[src/rtl/spectrum_acq_scheduler.sv]
`default_nettype none
// ============================================================================
// Module      : spectrum_acq_scheduler
// Description : Sequences one spectrometer acquisition. Clears the bin
//               accumulator, aligns accumulation to FFT frame boundaries,
//               enables it for N frames, then drains the 16-bit bins as a
//               little-endian byte stream.
// Revision    : 1.0 - initial release
// ============================================================================
module spectrum_acq_scheduler #(
    parameter int FFT_SIZE = 512,
    parameter int AVG_W    = 8
) (
    input  logic             clock,
    input  logic             reset,
    input  logic             cfg_start,
    input  logic             cfg_abort,
    input  logic [AVG_W-1:0] cfg_num_avg,
    input  logic             mag_valid,
    input  logic             mag_ready,
    input  logic             mag_last,
    output logic             acc_clear,
    output logic             acc_en,
    input  logic             rd_valid,
    input  logic [15:0]      rd_data,
    output logic             rd_ready,
    output logic             out_valid,
    output logic [7:0]       out_data,
    input  logic             out_ready,
    output logic             busy,
    output logic             done,
    output logic [AVG_W-1:0] frames_done
);

    localparam int                  c_WCNT_W    = (FFT_SIZE > 2) ? $clog2(FFT_SIZE) : 1;
    localparam logic [c_WCNT_W-1:0] c_LAST_WORD = c_WCNT_W'(FFT_SIZE - 1);

    localparam logic [2:0] S_IDLE  = 3'd0;
    localparam logic [2:0] S_CLEAR = 3'd1;
    localparam logic [2:0] S_SYNC  = 3'd2;
    localparam logic [2:0] S_ACCUM = 3'd3;
    localparam logic [2:0] S_READ  = 3'd4;
    localparam logic [2:0] S_DONE  = 3'd5;

    logic [2:0]          r_state;
    logic [2:0]          w_state_next;
    logic                r_acc_en;
    logic [AVG_W-1:0]    r_num_avg;
    logic [AVG_W-1:0]    r_frames_done;
    logic [15:0]         r_hold;
    logic                r_full;
    logic                r_phase_hi;
    logic [c_WCNT_W-1:0] r_word_cnt;

    logic w_start_ok;
    logic w_mag_frame_end;
    logic w_last_frame;
    logic w_last_word;
    logic w_out_valid;
    logic w_rd_ready;
    logic w_out_fire;
    logic w_rd_fire;

    assign w_start_ok      = (r_state == S_IDLE) && cfg_start && !cfg_abort;
    assign w_mag_frame_end = mag_valid && mag_ready && mag_last;
    assign w_last_frame    = (r_frames_done == (r_num_avg - AVG_W'(1)));
    assign w_last_word     = (r_word_cnt == c_LAST_WORD);
    assign w_out_valid     = (r_state == S_READ) && r_full;
    // The final word never requests a successor, so the accumulator is not
    // asked for a word beyond the end of the frame.
    assign w_rd_ready      = (r_state == S_READ) &&
                             (!r_full || (r_phase_hi && out_ready && !w_last_word));
    assign w_out_fire      = w_out_valid && out_ready;
    assign w_rd_fire       = rd_valid && w_rd_ready;

    // State register
    always_ff @(posedge clock) begin
        if (reset) begin
            r_state <= S_IDLE;
        end else begin
            r_state <= w_state_next;
        end
    end

    // Next-state decode and state-derived outputs; abort overrides every transition
    always_comb begin
        w_state_next = r_state;
        acc_clear    = 1'b0;
        busy         = 1'b1;
        done         = 1'b0;
        case (r_state)
            S_IDLE: begin
                busy = 1'b0;
                if (w_start_ok) w_state_next = S_CLEAR;
            end
            S_CLEAR: begin
                acc_clear    = 1'b1;
                w_state_next = S_SYNC;
            end
            S_SYNC: begin
                if (w_mag_frame_end) w_state_next = S_ACCUM;
            end
            S_ACCUM: begin
                if (w_mag_frame_end && w_last_frame) w_state_next = S_READ;
            end
            S_READ: begin
                if (w_out_fire && r_phase_hi && w_last_word) w_state_next = S_DONE;
            end
            S_DONE: begin
                done         = 1'b1;
                w_state_next = S_IDLE;
            end
            default: begin
                w_state_next = S_IDLE;
            end
        endcase
        if (cfg_abort && (r_state != S_IDLE)) w_state_next = S_IDLE;
    end

    // Accumulator enable is registered from the upcoming state so it is glitch-free
    always_ff @(posedge clock) begin
        if (reset) begin
            r_acc_en <= 1'b0;
        end else begin
            r_acc_en <= (w_state_next == S_ACCUM);
        end
    end

    // Frame target latch and saturating frame counter
    always_ff @(posedge clock) begin
        if (reset) begin
            r_num_avg     <= AVG_W'(1);
            r_frames_done <= '0;
        end else if (w_start_ok) begin
            r_num_avg     <= (cfg_num_avg == '0) ? AVG_W'(1) : cfg_num_avg;
            r_frames_done <= '0;
        end else if ((r_state == S_ACCUM) && w_mag_frame_end && !cfg_abort &&
                     (r_frames_done != {AVG_W{1'b1}})) begin
            r_frames_done <= r_frames_done + AVG_W'(1);
        end
    end

    // Readout holding register, LO/HI byte phase and word counter
    always_ff @(posedge clock) begin
        if (reset) begin
            r_hold     <= '0;
            r_full     <= 1'b0;
            r_phase_hi <= 1'b0;
            r_word_cnt <= '0;
        end else if ((r_state != S_READ) || cfg_abort) begin
            r_full     <= 1'b0;
            r_phase_hi <= 1'b0;
            r_word_cnt <= '0;
        end else begin
            if (w_rd_fire) begin
                r_hold     <= rd_data;
                r_full     <= 1'b1;
                r_phase_hi <= 1'b0;
            end else if (w_out_fire) begin
                if (!r_phase_hi) begin
                    r_phase_hi <= 1'b1;
                end else begin
                    r_full     <= 1'b0;
                    r_phase_hi <= 1'b0;
                end
            end
            if (w_out_fire && r_phase_hi) r_word_cnt <= r_word_cnt + c_WCNT_W'(1);
        end
    end

    assign acc_en      = r_acc_en;
    assign rd_ready    = w_rd_ready;
    assign out_valid   = w_out_valid;
    assign out_data    = w_out_valid ? (r_phase_hi ? r_hold[15:8] : r_hold[7:0]) : 8'h00;
    assign frames_done = r_frames_done;

endmodule
`default_nettype wire
[config.mk]
export PLATFORM = sky130hd
export DESIGN_NAME = spectrum_acq_scheduler
export DESIGN_NICKNAME = d
export VERILOG_FILES = /design/src/rtl/spectrum_acq_scheduler.sv
export SDC_FILE = /design/constraint.sdc
export NUM_CORES = 1
export LEC_CHECK = 0
export ABC_AREA = 0
export BUFFER_PORTS_ARGS = -buffer_cell sky130_fd_sc_hd__buf_2
export CORE_ASPECT_RATIO = 1.25
export CORE_MARGIN = 4
export CORE_UTILIZATION = 40
export DETAILED_ROUTE_END_ITERATION = 6
export GPL_TIMING_DRIVEN = 0
export HOLD_SLACK_MARGIN = 0.08
export PLACE_DENSITY = 0.63
export SLEW_MARGIN = 30
export SYNTH_ARGS = -nofsm -noshare
export SYNTH_HDL_FRONTEND = slang
export SYNTH_SLANG_ARGS = --single-unit
[constraint.sdc]
create_clock -name clock -period 2 [get_ports clock]
set_input_delay 0.4 -clock clock [delete_from_list [all_inputs] [get_ports clock]]
set_output_delay 0.4 -clock clock [all_outputs]
set_load 0.005 [all_outputs]
==> results of run 1 <==
-- what timing repair did --
action,in CTS,in global routing
endpoints found under the hold margin,0,0
cloned,1,0
gates resized for setup,12,13
pin swaps,7,11
endpoints found under the setup margin,25,32
setup buffers,11,3
-- worst reg2reg max path, cell delays in order, from the launching register on --
cell	delay, ps
dfxtp_1	320
buf_6	130
or3b_1	390
buf_6	150
a211o_4	340
nor2_8	180
buf_4	160
mux2i_1	180
nor2_1	50
-- kinds of logic after synthesis --
| logic type | synth area share |
|---|---|
| and+or+nand+nor | 0.237 |
| DFF | 0.380 |
| muxes | 0.134 |
| AOI/OAI and AO/OA | 0.0916 |
| xor gates and xnor gates | 0.0850 |
| buffers and inverters | 0.0481 |
| adders and majority gates | 0.0243 |
-- metal layers --
metal  up-vias  share of wire
met5         -              0
met3         9          0.030
met2        42           0.51
met4         0          0.021
met1      1003           0.44
li1       1075              -
-- registers in the layout, summed over array words and instances (netlist names) --
signal       count
acc_en           1
frames_done      8
r_full           1
r_hold          16
r_num_avg        8
r_phase_hi       1
r_state          3
r_word_cnt       9
-- stage by stage --
step / util / power, W / TNS (ps) / instances / hold WS, ps
after floorplan: - / 0.00108 / 0 / 267 / 460
after global placement: 0.488 / 0.00114 / -1190 / 403 / 476
after detailed placement: 0.488 / 0.00114 / -1490 / 403 / 480
after CTS: 0.532 / 0.00188 / -268 / 422 / 317
after global routing: 0.538 / 0.00195 / -1130 / 421 / 323
final: 0.538 / 0.00188 / -122 / 421 / 321
-- cell type report --
cell class | instances | area (um^2)
timing repair buffer | 69 | 410
fill | 567 | 2720
clock buffer | 5 | 68.8
tap | 82 | 103
sequential | 47 | 957
multi-input combinational | 200 | 1500
buffer | 10 | 72.6
clock inverter | 3 | 47.5
inverter | 5 | 18.8
-- power by group through the flow --
stage | Sequential (W) | Combinational [W] | Clock, W
final | 0.000960 | 0.000184 | 0.000737
after detailed placement | 0.000978 | 0.000166 | 0
after global routing | 0.000963 | 0.000201 | 0.000785
after floorplan | 0.000975 | 0.000104 | 0
after CTS | 0.000959 | 0.000173 | 0.000752
after global placement | 0.000977 | 0.000163 | 0
-- worst min-delay path by stage --
| stage | start | end | depth (start not counted) |
|---|---|---|---|
| 2_1_floorplan | r_hold[0]$_SDFFE_PP0P_ | r_hold[0]$_SDFFE_PP0P_ | 2 |
| 3_3_place_gp | r_hold[0]$_SDFFE_PP0P_ | r_hold[0]$_SDFFE_PP0P_ | 2 |
| 3_5_place_dp | r_hold[2]$_SDFFE_PP0P_ | r_hold[2]$_SDFFE_PP0P_ | 2 |
| 4_1_cts | rd_data[6] | r_hold[6]$_SDFFE_PP0P_ | 3 |
| 5_1_grt | rd_data[14] | r_hold[14]$_SDFFE_PP0P_ | 3 |
| 6_report | rd_data[6] | r_hold[6]$_SDFFE_PP0P_ | 3 |
-- cells in the final DEF, fill, tap and decap left out, types with 3 or more instances in the layout --
cell type	n
a21oi_1	6
buf_6	5
nor2_1	52
buf_2	55
and3_1	5
dfxtp_2	7
nor3_1	4
xor2_1	14
nand4_1	8
mux2i_1	33
dfxtp_1	38
xnor2_1	10
inv_1	5
nand3_1	5
nand3b_1	3
nand2_1	6
clkbuf_8	5
buf_4	12
clkbuf_1	5
o21ai_0	5
==> results_dict.tcl, run 1 <==
set metrics [dict create \
    track_usage 0.158 \
    grt_overflow 0 \
    drt-total-wl_mm 5.83 \
    place_ws_ps -148 \
    hold_viol_final 0 \
    synthCells 267 \
    ys_seq_elements 47 \
    switchingPower_w 0.000464 \
    finClkSkew_ps 5.97 \
    synth_cell_type_count 49 \
    violations "setup timing" \
    die_h_um 95.9 \
    async_flop_share 0 \
    antenna_found_initial 0 \
    via_per_inst 5.06 \
    critPathBufInv 3 \
    clock_latency_ps 300 \
    worst-path-stages 8 \
    r2r-start "r_state[1]$_SDFF_PP0_" \
    critPathCapture "r_hold[4]$_SDFFE_PP0P_" \
    ctsLongestPathBuffers 2 \
    vdd_drop_max_mv 0.349 \
    synth_flop_cell "dfxtp_1" \
    seqPwrFrac 0.510 \
    drc 0 \
    fin_crit_ps 2020 \
    internal_power_w 0.00142 \
    required_ps 2190 \
    p_comb_frac 0.098 \
    r2r_cells 8 \
    n_antenna_cell 0 \
    yosysSeqAreaShare 0.380 \
    path_common_cell "buf_6" \
    syn-num-nets 304 \
    yosysTopAreaCell "dfxtp_1" \
    core_area_um2 5900 \
    avgSynthCellArea_um2 9.26 \
    grt_pass1_vias 2084 \
    hold_class "in2reg" \
    crit_slowest_cell "or3b_1" \
    place_hpwl_mm 4.12 \
    crit_type "reg2reg" \
    final_net_count 375 \
    place_area_um2 2880 \
    r2r_slack_ps -20 \
    area_growth_pct 28.3 \
    numCtsBuffers 5 \
    cts_tree "yes" \
    finalSetupViolations 10 \
    critPathCaptureType "flop" \
    ant_nets 0 \
    synth_common_cells "53 x nor2_1, 47 x dfxtp_1, 33 x mux2i_1" \
    layout-drive-gt1-share 0.333 \
    max_stage_delay_ps 390 \
    dr_total_vias 2129 \
    synthTopCellsByArea "dfxtp_1 38%, mux2i_1 13%, nor2_1 8.0%" \
    crit_arrival_ps 2210 \
    reg2reg_to "r_hold[4]$_SDFFE_PP0P_" \
    syn_area_um2 2470 \
    die_w_um 78.3 \
    crit_start "r_state[1]$_SDFF_PP0_" \
    post-route-period-util 1.01 \
    portBuffers 54 \
    dr.pass1.iters 4 \
    grtUsageMet2 0.286 \
    synth_edf_count 0 \
    drt-initial-drc-count 58 \
    cts_hold_buf 0 \
    start_util 0.420 \
    max_slew_margin 0.623 \
    use_met3 0.0225 \
    setup_slack_ps -20.4 \
    detail_route.wl_per_cell_um 13.9 \
    power.leakage_nw 1.29 \
    ioPinCount 55 \
    crit_path_cell_trace "buf_6 > or3b_1 > buf_6 > a211o_4 > nor2_8 > buf_4 > mux2i_1 > nor2_1" \
    yosysTopAreaCellShare 0.380 \
    gp_congestion 0.803 \
    postLayoutCellArea_um2 3170 \
    yosysMostFrequentCell "nor2_1" \
    grt_setup_unrepaired "yes" \
    maxCapViolCount 0 \
    start_kind "flop" \
    die_area_um2 7510 \
    cts.htree.levels 2 \
    grt_start_max_net_pins 17 \
    slew_viol_final 0 \
    status "finished, violations left" \
    root_buffer "clkbuf_8" \
    p_per_area_nw_per_um2 593 \
    p_clk_frac 0.392 \
    grt_pass1_wl_mm 9.51 \
    busiest_layer "met2" \
    grt_use_met1 0.189 \
    clk_pin_slew_ps 100 \
    clock-sinks 47 \
    worst_pin_slew_ps 565 \
    yosys_warnings 0 \
    swShare 0.247 \
    rows 31 \
    critical_path_peak_fanout 9 \
    fmax_mhz 495 \
    worst_path_dominant_cell_family "simple AND/OR/NAND/NOR gates" \
]
(Power assumes the default switching activity.)
==> inputs of run 2 (changes only) <==
==> constraint.sdc (replaced) <==
create_clock -name clock -period 2 [get_ports clock]
set_input_delay 0.2 -clock clock [delete_from_list [all_inputs] [get_ports clock]]
set_output_delay 0.2 -clock clock [all_outputs]
set_load 0.005 [all_outputs]
==> results_dict.tcl, run 2 (synthesis gave the netlist of run 1 again) <==
set metrics [dict create \
    crit_path_cell_trace "ha_4 > nand3_2 > nor2_2 > ha_2 > nand3b_1 > a211o_4 > nor2_8 > buf_4 > mux2i_1 > nor2_1" \
    critPathBufInv 1 \
    dr_total_vias 2097 \
    die_area_um2 7510 \
    antenna_found_initial 0 \
    cts.htree.levels 2 \
    max_stage_delay_ps 370 \
    internal_power_w 0.00142 \
    swShare 0.248 \
    crit_arrival_ps 2220 \
    slew_viol_final 0 \
    final_net_count 370 \
    fin_crit_ps 2030 \
    start_kind "flop" \
    setup_slack_ps -28.7 \
    via_per_inst 5.04 \
    finClkSkew_ps 5.44 \
    max_slew_margin 0.638 \
    n_antenna_cell 0 \
    area_growth_pct 26.6 \
    place_hpwl_mm 4.12 \
    drt-total-wl_mm 5.80 \
    final_common_cell "buf_2" \
    grt_overflow 0 \
    core_area_um2 5900 \
    gp_congestion 0.803 \
    hold_class "in2reg" \
    hold_viol_final 0 \
    fin_cells 416 \
    grt_setup_unrepaired "yes" \
    cts_hold_buf 0 \
    switchingPower_w 0.000469 \
    crit_slowest_cell "a211o_4" \
    top_register "r_hold" \
    required_ps 2190 \
    layout-drive-gt1-share 0.320 \
    critical_path_peak_fanout 4 \
    setup_tns_ps -216 \
    maxCapViolCount 0 \
    rows 31 \
    dpl.cell_count 403 \
    power_w 0.00189 \
    seqPwrFrac 0.508 \
    critPathCaptureType "flop" \
    whs_ps 120 \
    cts_tree "yes" \
    root_buffer "clkbuf_8" \
    ctsLongestPathBuffers 2 \
    power.leakage_nw 1.26 \
    post-route-period-util 1.01 \
    crit_type "reg2reg" \
    start_util 0.420 \
    p_per_area_nw_per_um2 603 \
    p_comb_frac 0.099 \
    grt_start_max_net_pins 17 \
    grt_pass1_vias 2053 \
    p_clk_frac 0.393 \
    ant_nets 0 \
    vdd_drop_max_mv 0.350 \
    worst_path_dominant_cell_family "simple AND/OR/NAND/NOR gates" \
    die_w_um 78.3 \
    dr.pass1.iters 4 \
    ioPinCount 55 \
    track_usage 0.155 \
    finalSetupViolations 11 \
    grt_pass1_wl_mm 9.32 \
    clock_latency_ps 310 \
    clock-sinks 47 \
    utilization 0.531 \
    worst_pin_slew_ps 543 \
    die_h_um 95.9 \
    violations "setup timing" \
    fmax_mhz 493 \
    portBuffers 54 \
    clk_pin_slew_ps 100 \
    most-common-layout-cells "56 x buf_2, 52 x nor2_1, 39 x dfxtp_1, 33 x mux2i_1, 14 x xor2_1" \
    largest_reg_flops 16 \
    detail_route.wl_per_cell_um 13.9 \
    reg_top3 "r_hold: 16 flops, r_word_cnt: 9 flops" \
    status "finished, violations left" \
    drt-initial-drc-count 42 \
    drc 0 \
    numCtsBuffers 5 \
]
## run 2: tightest hold or removal path, cell delays in order
cell,delay (ps)
buf_2,80
mux2i_1,50
nor2_1,70
## run 2: area by class of cell
cell class	count	area, um^2
plain buffers	11	90.1
clock buffers	5	68.8
clock inverters	3	47.5
fillers	570	2770
inverters	5	18.8
multi-input cells	200	1490
flip-flops and latches	47	956
well taps	82	103
repair buffers	63	355
## run 2: final timing paths
path / start / cells past startpoint / endpoint / slack [ps]
worst max register to register: r_word_cnt[0]$_SDFFE_PP0P_ / 10 / r_hold[0]$_SDFFE_PP0P_ / -30
worst min-delay path: rd_data[12] / 3 / r_hold[12]$_SDFFE_PP0P_ / 120
worst min register to register: r_hold[12]$_SDFFE_PP0P_ / 2 / r_hold[12]$_SDFFE_PP0P_ / 500
worst max-delay path: r_word_cnt[0]$_SDFFE_PP0P_ / 10 / r_hold[0]$_SDFFE_PP0P_ / -30
## run 2: routing by layer
metal,GRT usage,wire (um),share of wire
met2,0.281,2940,0.51
met3,0.0234,169,0.029
met4,0.0612,121,0.021
met5,0,0,0
met1,0.183,2560,0.44
## run 2: power by group through the flow
stage / clock, W / combinational (W) / sequential [W]
floorplan: 0 / 0.000104 / 0.000975
detailed placement: 0 / 0.000166 / 0.000978
finish: 0.000742 / 0.000186 / 0.000958
global placement: 0 / 0.000163 / 0.000977
global route: 0.000785 / 0.000204 / 0.000960
CTS: 0.000752 / 0.000176 / 0.000957
## run 2: stage by stage
stage / instance area (um^2) / worst slack, ps
final: 3130 / -28.7
after global routing: 3130 / -111
after CTS: 3050 / -11.8
after detailed placement: 2880 / -148
after global placement: 2880 / -127
after floorplan: 2500 / 7.82
## run 2: what timing repair did
| action | 4_1_cts | 5_1_grt |
|---|---|---|
| hold endpoints to repair | 0 | 0 |
| setup buffers | 4 | 4 |
| cloned | 0 | 1 |
| gates resized for setup | 7 | 13 |
| setup endpoints to repair | 16 | 32 |
| pin swaps | 2 | 8 |
